<file path="src/rtl/window_3x3_gen.sv">
// 3x3 sliding-window assembler fed by line-buffer column taps.
// Tracks raster position, suppresses border windows and applies the conv stride.
module window_3x3_gen #(
  parameter int DATA_W = 16,
  parameter int WIDTH  = 416,
  parameter int HEIGHT = 416,
  parameter int STRIDE = 1
) (
  input  logic                      clk,
  input  logic                      rst,
  input  logic [DATA_W-1:0]         tap_top,
  input  logic [DATA_W-1:0]         tap_mid,
  input  logic [DATA_W-1:0]         tap_bot,
  input  logic                      tap_valid,
  output logic [9*DATA_W-1:0]       win_data,
  output logic                      win_valid,
  output logic [$clog2(HEIGHT)-1:0] win_row,
  output logic [$clog2(WIDTH)-1:0]  win_col,
  output logic                      frame_done
);

  localparam int RW = $clog2(HEIGHT);
  localparam int CW = $clog2(WIDTH);
  localparam logic [CW-1:0] COL_LAST = CW'(WIDTH - 1);
  localparam logic [RW-1:0] ROW_LAST = RW'(HEIGHT - 1);
  localparam logic          STRIDE2  = (STRIDE == 2);

  generate
    if (STRIDE != 1 && STRIDE != 2) begin : g_bad_stride
      $error("window_3x3_gen: STRIDE must be 1 or 2");
    end
  endgenerate

  // Column words pack the three rows as [i*DATA_W +: DATA_W], i=0 top.
  logic [3*DATA_W-1:0] c0, c1, taps;
  logic [9*DATA_W-1:0] win_next;
  logic [CW-1:0]       col_cnt;
  logic [RW-1:0]       row_cnt;
  logic                col_ph, row_ph;
  logic                col_wrap, row_wrap, emit;

  assign taps     = {tap_bot, tap_mid, tap_top};
  assign col_wrap = (col_cnt == COL_LAST);
  assign row_wrap = (row_cnt == ROW_LAST);
  // Phase bits track position parity; with stride 2, (n-2)%2 == n%2.
  assign emit     = (col_cnt >= CW'(2)) && (row_cnt >= RW'(2)) && !col_ph && !row_ph;

  always_comb begin
    win_next = '0;
    for (int i = 0; i < 3; i++) begin
      win_next[(3*i+0)*DATA_W +: DATA_W] = c0[i*DATA_W +: DATA_W];
      win_next[(3*i+1)*DATA_W +: DATA_W] = c1[i*DATA_W +: DATA_W];
      win_next[(3*i+2)*DATA_W +: DATA_W] = taps[i*DATA_W +: DATA_W];
    end
  end

  always_ff @(posedge clk) begin
    if (rst) begin
      c0         <= '0;
      c1         <= '0;
      col_cnt    <= '0;
      row_cnt    <= '0;
      col_ph     <= 1'b0;
      row_ph     <= 1'b0;
      win_data   <= '0;
      win_valid  <= 1'b0;
      win_row    <= '0;
      win_col    <= '0;
      frame_done <= 1'b0;
    end else begin
      win_valid  <= 1'b0;
      frame_done <= 1'b0;
      if (tap_valid) begin
        c0 <= c1;
        c1 <= taps;
        if (col_wrap) begin
          col_cnt <= '0;
          col_ph  <= 1'b0;
          if (row_wrap) begin
            row_cnt <= '0;
            row_ph  <= 1'b0;
          end else begin
            row_cnt <= row_cnt + RW'(1);
            row_ph  <= STRIDE2 & ~row_ph;
          end
        end else begin
          col_cnt <= col_cnt + CW'(1);
          col_ph  <= STRIDE2 & ~col_ph;
        end
        if (emit) begin
          win_valid <= 1'b1;
          win_data  <= win_next;
          win_row   <= row_cnt - RW'(2);
          win_col   <= col_cnt - CW'(2);
        end
        frame_done <= col_wrap && row_wrap;
      end
    end
  end

endmodule

</file>
<file path="config.mk">
export PLATFORM = sky130hd
export DESIGN_NAME = window_3x3_gen
export DESIGN_NICKNAME = d
export VERILOG_FILES = /design/src/rtl/window_3x3_gen.sv
export SDC_FILE = /design/constraint.sdc
export NUM_CORES = 1
export LEC_CHECK = 0
export ABC_AREA = 1
export CORE_ASPECT_RATIO = 1.75
export CORE_MARGIN = 10
export CORE_UTILIZATION = 52
export CTS_CLUSTER_DIAMETER = 50
export DETAILED_ROUTE_END_ITERATION = 16
export GPL_ROUTABILITY_DRIVEN = 0
export PLACE_DENSITY = 0.8
export SLEW_MARGIN = 5
export SYNTH_ARGS = -nofsm -noshare
export SYNTH_HDL_FRONTEND = slang
export SYNTH_SLANG_ARGS = --single-unit
</file>
<file path="constraint.sdc">
create_clock -name clk -period 2.3 [get_ports clk]
set_input_delay 0.23 -clock clk [delete_from_list [all_inputs] [get_ports clk]]
set_output_delay 0.23 -clock clk [all_outputs]
set_load 0.1 [all_outputs]
</file>
* Yosys cells after proc, flatten, opt, wreduce, memory -nomap -nowiden
Cells that the tools add are included.
** Cells by class
- $add $sub $neg :: 4
- $lt $le $gt $ge :: 2
- Equal/unequal tests :: 2
- Mux-type cells :: 3
- Bitwise gates (word level) :: 1
- Reductions and logical operators :: 5
** Operator list (count)
- adder 9 x 1 -> 9 bit (second input constant) :: 2
- equality test 9 bit (second input constant) :: 2
- >= comparator 9 x 2 -> 1 bit (second input constant) :: 2
- two-way mux 9 bit :: 2
- subtractor 9 x 2 -> 9 bit (second input constant) :: 2
- AND reduction 2 bit :: 2
- logical AND 1 bit :: 2
- OR reduction 2 bit :: 1
- two-way mux 1 bit :: 1
- inverter 1 bit :: 1
** Word-level totals
- Register bits after elaboration :: 278
- Bits of input ports :: 51
- Output and inout bits :: 164
- Logic and storage cells :: 26

* Longest topological paths before layout
Gate-level depths: netlist (run 1).
- Depth in word-level cells :: 3
- Depth in mapped cells :: 12
- Depth with buffers taken out :: 10

* Worst setup path after synthesis (run 1)
OpenSTA, ideal clock, no wires.
- Path type :: register to register
- Start point :: register col_cnt[1]
- End point :: register win_col[1]
- Setup time :: 0.113 ns
- Arrival time :: 1.587 ns
- Required time :: 2.187 ns
- Setup slack :: 0.600 ns
- Stages on the path, launching flop included :: 12
- Buffers on the path :: 3
- Period minus slack after synthesis :: 1.700 ns
- Cells stage by stage :: dfxtp_1 -> inv_1 -> ha_1 -> nand2_1 -> nor2_2 -> nand2_4 -> nand3_2 -> buf_6 -> buf_8 -> buf_6 -> nor2_1 -> nor2_1
** On the way
- Cells in the longest elaborated chain, start to end :: 3
- Elaborated cells between the ends (all ways) :: 4
- Classes of those cells :: add/sub (1); order compare (1); reduce/logical (2)
** RTL lines
- from (decl) :: line 37 : logic [CW-1:0] col_cnt;
- from (signal assigned) :: line 87 : col_cnt <= col_cnt + CW'(1);
- >= comparator 9 x 2 -> 1 bit :: line 46 : assign emit = (col_cnt >= CW'(2)) && (row_cnt >= RW'(2)) && !col_ph && !row_ph;
- logical AND 1 bit :: line 46
- AND reduction 2 bit (no source line)
- to (signal assigned) :: line 94 : win_col <= col_cnt - CW'(2);
- to (decl) :: line 18 : output logic [$clog2(WIDTH)-1:0] win_col,
Parallel ways exist; a longest one is shown, timed or not.
A chain may end at the register's enable or synchronous reset.

* Final worst setup path (run 1)
- Start point :: register col_cnt[1]
- End point :: register win_data[69]
** On the way
- Cells in the longest elaborated chain, start to end :: 3
** RTL lines
- >= comparator 9 x 2 -> 1 bit :: line 46
- logical AND 1 bit :: line 46
- AND reduction 2 bit (no source line)
- to (signal assigned) :: line 92 : win_data <= win_next;
- to (decl) :: line 15 : output logic [9*DATA_W-1:0] win_data,
No other way between the ends.

==> summary.json, run 1 <==
{
  "critPathKind": {"value": "register to register"},
  "crit_path_max_fanout": {"value": 105},
  "layout_common_cells": {"value": "548 x sky130_fd_sc_hd__nor2_1, 390 x sky130_fd_sc_hd__nand2_1, 278 x sky130_fd_sc_hd__dfxtp_1"},
  "final_area": {"value": 0.0140, "unit": "mm^2"},
  "post_synth.cell_area_avg": {"value": 6.73, "unit": "um^2"},
  "leak": {"value": 7.51, "unit": "nW"},
  "antenna_cells_inserted": {"value": 0},
  "dpl_worst_slack": {"value": 0.309, "unit": "ns"},
  "initial_core_util": {"value": 52.6, "unit": "%"},
  "die-height": {"value": 215, "unit": "um"},
  "finalHoldViolCount": {"value": 0},
  "initial_drt_pass_iterations": {"value": 7},
  "vias_per_cell": {"value": 4.71},
  "fraction_of_the_core_area_covered_by_cells_at_the_end_of_the_flow": {"value": 65.2, "unit": "%"},
  "path_clk_slew": {"value": 0.06, "unit": "ns"},
  "leading_cell_type_in_the_layout_fill_and_taps_excluded": {"value": "sky130_fd_sc_hd__nor2_1"},
  "route.final.wire_length": {"value": 30500, "unit": "um"},
  "final_nets": {"value": 1909},
  "yosys_warnings": {"value": 0},
  "drive_gt1_share": {"value": 12.4, "unit": "%"},
  "place_area": {"value": 0.0131, "unit": "mm^2"},
  "cp_cell_sequence": {"value": "inv_1 -> ha_1 -> nand2_1 -> nor2_2 -> nand2_4 -> nand3_4 -> buf_12 -> nand2_1 -> nand2_1 -> nor2_1"},
  "cts_buffer_depth": {"value": 3},
  "maximum_level_of_the_cts_h_tree": {"value": 1},
  "final.fill_count": {"value": 1960},
  "synthesized_instance_count": {"value": 1679},
  "grt-ovfl-total": {"value": 0},
  "setup.worst_path.end": {"value": "win_data[69]"},
  "clock_insertion_delay_worst_skew": {"value": 0.52, "unit": "ns"},
  "slew_viol_final": {"value": 0},
  "totalPowerFinal": {"value": 9.83, "unit": "mW"},
  "ff2ff_setup_slack": {"value": 0.26, "unit": "ns"},
  "fin_setup_tns": {"value": 0, "unit": "ns"},
  "timing.fmax": {"value": 491, "unit": "MHz"},
  "startpoint_type": {"value": "register"},
  "mappedNetlistNets": {"value": 1738},
  "core-area": {"value": 0.0215, "unit": "mm^2"},
  "critical_path.slowest_cell": {"value": "sky130_fd_sc_hd__buf_12"},
  "worst_r2r_startpoint": {"value": "col_cnt[1]"},
  "grt_start_max_net_pins": {"value": 106},
  "crit-reg2reg-capture": {"value": "win_data[69]"},
  "synth-seq-area-share": {"value": 49.2, "unit": "%"},
  "worst_ir_drop_vdd": {"value": 0.547, "unit": "mV"},
  "area.sequential": {"value": 0.00557, "unit": "mm^2"},
  "timing.max_slew.rel_slack": {"value": 42.1, "unit": "%"},
  "hold_path.class": {"value": "primary input to register"},
  "final.setup_skew": {"value": 0.0103, "unit": "ns"},
  "synth_area": {"value": 0.0113, "unit": "mm^2"},
  "ys_types": {"value": 27},
  "power-per-cell-area": {"value": 702, "unit": "mW/mm^2"},
  "antenna_found_initial": {"value": 0},
  "floorplan.io_pins": {"value": 215},
  "critical_path.startpoint": {"value": "col_cnt[1]"},
  "critical_path.endpoint_type": {"value": "register"},
  "synth_top_cell_by_area": {"value": "sky130_fd_sc_hd__dfxtp_1"},
  "grt_setup_unrepaired": {"value": "false"},
  "r2r_cell_count": {"value": 10},
  "synth.ff_latch_count": {"value": 278},
  "gr-usage-all-layers": {"value": 20.3, "unit": "%"},
  "hpwlAfterDp": {"value": 21200, "unit": "um"},
  "post-route-worst-setup-slack": {"value": 0.262, "unit": "ns"},
  "area.growth.synth_to_final": {"value": 24.0, "unit": "%"},
  "synth.top_cell.area_share": {"value": 49.2, "unit": "%"},
  "cts.sink_count": {"value": 278},
  "cts_repair_resize_count": {"value": 0},
  "first_global_vias": {"value": 9482},
  "detail_route.iter0.violations": {"value": 703},
  "status": {"value": "finished clean"},
  "cts.root.buffer_cell": {"value": "sky130_fd_sc_hd__clkbuf_16"},
  "tritoncts.num_buffers": {"value": 26},
  "shortest_clock_period_the_worst_path_allows_after_layout": {"value": 2.04, "unit": "ns"},
  "detail_route.wl_per_cell": {"value": 14.1, "unit": "um"},
  "placementRows": {"value": 71},
  "timing.critical_path.slowest_cell_delay": {"value": 0.38, "unit": "ns"},
  "drtAntennaViolNets": {"value": 0},
  "critical_path_required": {"value": 2.71, "unit": "ns"},
  "setup_viol_count_final": {"value": 0},
  "port-buffer-count": {"value": 214},
  "crit_top_cell": {"value": "sky130_fd_sc_hd__nand2_1"},
  "die-width": {"value": 131, "unit": "um"},
  "cap_viol_max_count": {"value": 0},
  "hold_buffers": {"value": 0},
  "worst_slew_pin_slew": {"value": 0.868, "unit": "ns"},
  "total_number_of_vias": {"value": 10200},
  "netlist_top_cells_area": {"value": "sky130_fd_sc_hd__dfxtp_1 49%, sky130_fd_sc_hd__nor2_1 18%, sky130_fd_sc_hd__nand2_1 13%"},
  "cts_post_setup_buffers_inserted": {"value": 0},
  "arrival": {"value": 2.45, "unit": "ns"},
  "number_of_remaining_drc_errors": {"value": 0},
  "multiInputGateArea": {"value": 0.00449, "unit": "mm^2"},
  "grt_pass1_wl": {"value": 48300, "unit": "um"},
  "cts_tree": {"value": "yes"},
  "final.period_utilization": {"value": 88.6, "unit": "%"},
  "total_die_area": {"value": 0.0283, "unit": "mm^2"}
}
-- cell usage after synthesis --
| cell type | n |
|---|---|
| sky130_fd_sc_hd__nor2_1 | 548 |
| sky130_fd_sc_hd__nand2_1 | 390 |
| sky130_fd_sc_hd__dfxtp_1 | 278 |
| sky130_fd_sc_hd__inv_1 | 204 |
| sky130_fd_sc_hd__o21ai_0 | 105 |
| sky130_fd_sc_hd__clkbuf_1 | 45 |
| sky130_fd_sc_hd__nand3_1 | 21 |
| sky130_fd_sc_hd__buf_2 | 20 |
| sky130_fd_sc_hd__buf_6 | 15 |
| sky130_fd_sc_hd__a21oi_1 | 10 |
| sky130_fd_sc_hd__ha_1 | 8 |
| sky130_fd_sc_hd__nor3_1 | 7 |
| sky130_fd_sc_hd__nand4_1 | 5 |
| sky130_fd_sc_hd__buf_1 | 4 |
| sky130_fd_sc_hd__nor2_2 | 3 |
| sky130_fd_sc_hd__xor2_1 | 3 |
| sky130_fd_sc_hd__inv_2 | 2 |
| sky130_fd_sc_hd__nand2_2 | 2 |
| sky130_fd_sc_hd__buf_4 | 1 |
| sky130_fd_sc_hd__buf_8 | 1 |
| sky130_fd_sc_hd__clkinv_1 | 1 |
| sky130_fd_sc_hd__nand2_4 | 1 |
| sky130_fd_sc_hd__nand3_2 | 1 |
| sky130_fd_sc_hd__nor2_4 | 1 |
| sky130_fd_sc_hd__nor3b_1 | 1 |
| sky130_fd_sc_hd__o211a_1 | 1 |
| sky130_fd_sc_hd__xnor2_1 | 1 |
-- flip-flops by register name, summed over array words and instances, names as in the netlist --
signal      count
win_data      144
win_col         9
win_row         9
row_cnt         9
c0             48
frame_done      1
win_valid       1
col_cnt         9
c1             48
-- where the power goes --
group          total [mW]  switching, mW  internal, mW
registers            5.01         0.0766          4.93
clock network        4.35           1.84          2.52
logic               0.469          0.285         0.184
-- logic make-up (layout without fill, tap and decap cells) --
logic type	count (synthesis)	in the layout	share of synthesized area, %
AO/OA/AOI/OAI	116	116	5.18
flip-flops	278	278	49.2
buffers and inverters	293	483	11.1
XOR/XNOR	4	4	0.310
AND/OR/NAND/NOR	980	980	33.3
adder cells (fa/ha/maj)	8	8	0.886
-- layout make-up --
class / instances / area share (%)
timing repair buffer: 229 / 13.8
clock buffer: 38 / 5.40
tap: 292 / 2.61
multi-input combinational: 1108 / 32.1
inverter: 207 / 5.59
clock inverter: 9 / 0.768
sequential: 278 / 39.7
-- worst min-delay path by stage --
stage	from	cells after the start	slack, ns	endpoint
6_report	tap_valid	4	0.14	col_cnt[2]
4_1_cts	tap_valid	4	0.12	col_cnt[2]
3_3_place_gp	c0[43]	2	0.46	win_data[107]
5_1_grt	tap_valid	4	0.14	col_cnt[2]
3_5_place_dp	c0[46]	2	0.46	win_data[110]
2_1_floorplan	tap_mid[15]	2	0.36	c1[31]
-- through the flow --
stage | instances | hold WS [ns]
5_1_grt | 2161 | 0.138
6_report | 2161 | 0.139
3_5_place_dp | 2114 | 0.465
4_1_cts | 2161 | 0.123
3_3_place_gp | 2114 | 0.457
2_1_floorplan | 1679 | 0.365
-- critical path: cells and delay by family (launching register included) --
family        cells  cell delay, ns
fa+ha+maj         1            0.22
simple gates      7            0.80
flops             1            0.37
buf+inv           2            0.52
-- metal layers --
metal / GRT usage (%) / vias to the layer above / part of all wire (%)
li1: - / 5297 / -
met1: 22.3 / 4585 / 40
met2: 38.3 / 251 / 53
met3: 3.74 / 46 / 4.8
met4: 6.48 / 0 / 2.5
met5: 0 / - / 0
No activity file was read; power rests on OpenSTA's default activity.
==> run 2, diff against run 1 <==
- SETUP_SLACK_MARGIN: default -> 0.3
==> run 2 against run 1 <==
- critical path depth grew 1
- sequential cell count is the same
- design area grew 1.4%
- cell count grew 0.37%
- count of clock-buffer cells in the layout is the same
- die area is the same
- via count grew 2.6%
- critical path type unchanged
==> summary.json, run 2 (synthesis gave the netlist of run 1 again) <==
{
  "status": {"value": "finished clean"},
  "multiInputGateArea": {"value": 0.00451, "unit": "mm^2"},
  "biggestRegsByFlops": {"value": "win_data: 144 flops, c0: 48 flops, c1: 48 flops"},
  "maximum_level_of_the_cts_h_tree": {"value": 1},
  "detail_route.iter0.violations": {"value": 728},
  "final.setup_skew": {"value": 0.00983, "unit": "ns"},
  "grt_util_met1": {"value": 22.6, "unit": "%"},
  "grt_setup_unrepaired": {"value": "false"},
  "final_nets": {"value": 1917},
  "cts.root.buffer_cell": {"value": "sky130_fd_sc_hd__clkbuf_16"},
  "path_clk_slew": {"value": 0.06, "unit": "ns"},
  "critical_path.slowest_cell": {"value": "sky130_fd_sc_hd__dfxtp_2"},
  "regMostFlops": {"value": "win_data"},
  "gr-usage-all-layers": {"value": 20.6, "unit": "%"},
  "core-area": {"value": 0.0215, "unit": "mm^2"},
  "worst_hold_slack": {"value": 0.146, "unit": "ns"},
  "critPathKind": {"value": "register to register"},
  "place_area": {"value": 0.0131, "unit": "mm^2"},
  "cts_tree": {"value": "yes"},
  "met3_global_route_usage": {"value": 3.83, "unit": "%"},
  "totalPowerFinal": {"value": 9.86, "unit": "mW"},
  "cts.sink_count": {"value": 278},
  "gr-max-usage-layer": {"value": "met2"},
  "clock_insertion_delay_worst_skew": {"value": 0.52, "unit": "ns"},
  "use_met2": {"value": 38.8, "unit": "%"},
  "total_number_of_vias": {"value": 10400},
  "timing.critical_path.slowest_cell_delay": {"value": 0.35, "unit": "ns"},
  "vias_per_cell": {"value": 4.81},
  "finalHoldViolCount": {"value": 0},
  "setup_viol_count_final": {"value": 0},
  "critical_path_required": {"value": 2.72, "unit": "ns"},
  "final_area": {"value": 0.0142, "unit": "mm^2"},
  "critical_path.endpoint_type": {"value": "register"},
  "antenna_cells_inserted": {"value": 0},
  "initial_drt_pass_iterations": {"value": 5},
  "leading_cell_type_in_the_layout_fill_and_taps_excluded": {"value": "sky130_fd_sc_hd__nor2_1"},
  "power-per-cell-area": {"value": 694, "unit": "mW/mm^2"},
  "floorplan.io_pins": {"value": 215},
  "number_of_remaining_drc_errors": {"value": 0},
  "largest_reg_flops": {"value": 144},
  "hpwlAfterDp": {"value": 21200, "unit": "um"},
  "detail_route.wl_per_cell": {"value": 14.8, "unit": "um"},
  "worst_slew_pin_slew": {"value": 0.883, "unit": "ns"},
  "tritoncts.num_buffers": {"value": 26},
  "die-height": {"value": 215, "unit": "um"},
  "startpoint_type": {"value": "register"},
  "drive_gt1_share": {"value": 13.1, "unit": "%"},
  "grt-ovfl-total": {"value": 0},
  "placementRows": {"value": 71},
  "hold_path.class": {"value": "primary input to register"},
  "port-buffer-count": {"value": 214},
  "grt_start_max_net_pins": {"value": 88},
  "layout_common_cells": {"value": "548 x sky130_fd_sc_hd__nor2_1, 388 x sky130_fd_sc_hd__nand2_1, 276 x sky130_fd_sc_hd__dfxtp_1"},
  "grt_pass1_wl": {"value": 48900, "unit": "um"},
  "leak": {"value": 7.60, "unit": "nW"},
  "total_die_area": {"value": 0.0283, "unit": "mm^2"},
  "shortest_clock_period_the_worst_path_allows_after_layout": {"value": 1.87, "unit": "ns"},
  "initial_core_util": {"value": 52.6, "unit": "%"},
  "cap_viol_max_count": {"value": 0},
  "crit_top_cell": {"value": "sky130_fd_sc_hd__nand2_1"},
  "antenna_found_initial": {"value": 0},
  "final.fill_count": {"value": 1923},
  "cp_cell_sequence": {"value": "inv_1 -> ha_2 -> nand2_1 -> nor2_2 -> nand2_4 -> nand3_4 -> buf_12 -> clkbuf_16 -> nand2_1 -> nand2_1 -> nor2_1"},
  "slew_viol_final": {"value": 0},
  "timing.fmax": {"value": 535, "unit": "MHz"},
  "area.growth.synth_to_final": {"value": 25.7, "unit": "%"},
  "area.sequential": {"value": 0.00557, "unit": "mm^2"},
  "route.final.wire_length": {"value": 32200, "unit": "um"},
  "ff2ff_setup_slack": {"value": 0.43, "unit": "ns"},
  "crit_path_max_fanout": {"value": 37},
  "arrival": {"value": 2.29, "unit": "ns"},
  "drtAntennaViolNets": {"value": 0},
  "cts_buffer_depth": {"value": 3},
  "die-width": {"value": 131, "unit": "um"},
  "final.period_utilization": {"value": 81.2, "unit": "%"},
  "timing.max_slew.rel_slack": {"value": 41.1, "unit": "%"},
  "first_global_vias": {"value": 9562},
  "worst_ir_drop_vdd": {"value": 0.549, "unit": "mV"},
  "fin_setup_tns": {"value": 0, "unit": "ns"}
}
==> run 2: repair_timing <==
item,in CTS,in global routing
setup endpoints to repair,3,169
hold buffers,0,0
cloned,1,5
pin swaps,0,0
buffers inserted,0,2
gates resized for setup,2,9
==> run 2: through the flow <==
stage                     instances  setup WS (ns)  util [%]
after floorplan                1679          0.600         -
after global placement         2114          0.378      61.1
after detailed placement       2114          0.309      61.1
after CTS                      2162          0.307      65.3
after global routing           2169          0.309      66.1
final                          2169          0.432      66.1
==> run 2: critical path: cells and delay by family, from the launching register on <==
kind	cells	cell delay, ns
flip-flops	1	0.35
AND/OR/NAND/NOR	7	0.65
buffers and inverters	3	0.54
adder cells (fa/ha/maj)	1	0.22
==> run 2: final timing paths <==
path | from | endpoint | cells after the start
min reg2reg | c0[38] | win_data[102] | 2
max reg2reg | col_cnt[1] | win_data[121] | 11
max | col_cnt[1] | win_data[121] | 11
min | tap_valid | col_cnt[2] | 4
==> run 2: area by class of cell <==
cell class	instances	share of cell area (%)
Clock buffer	38	5.33
Clock inverter	9	0.757
Inverter	207	5.51
Multi-Input combinational cell	1109	31.8
Sequential cell	278	39.2
Tap cell	292	2.57
Timing Repair Buffer	236	14.9
==> run 2: routing by layer <==
metal | wire length, um | share of wire (%)
met4 | 881 | 2.7
met5 | 0 | 0
met2 | 17200 | 53
met1 | 12300 | 38
met3 | 1790 | 5.5
==> run 2: report_power, final <==
| group | internal (mW) | leakage (nW) | switching [mW] |
|---|---|---|---|
| Combinational | 0.185 | 4.92 | 0.289 |
| Clock | 2.52 | 0.424 | 1.86 |
| Sequential | 4.93 | 2.26 | 0.0776 |
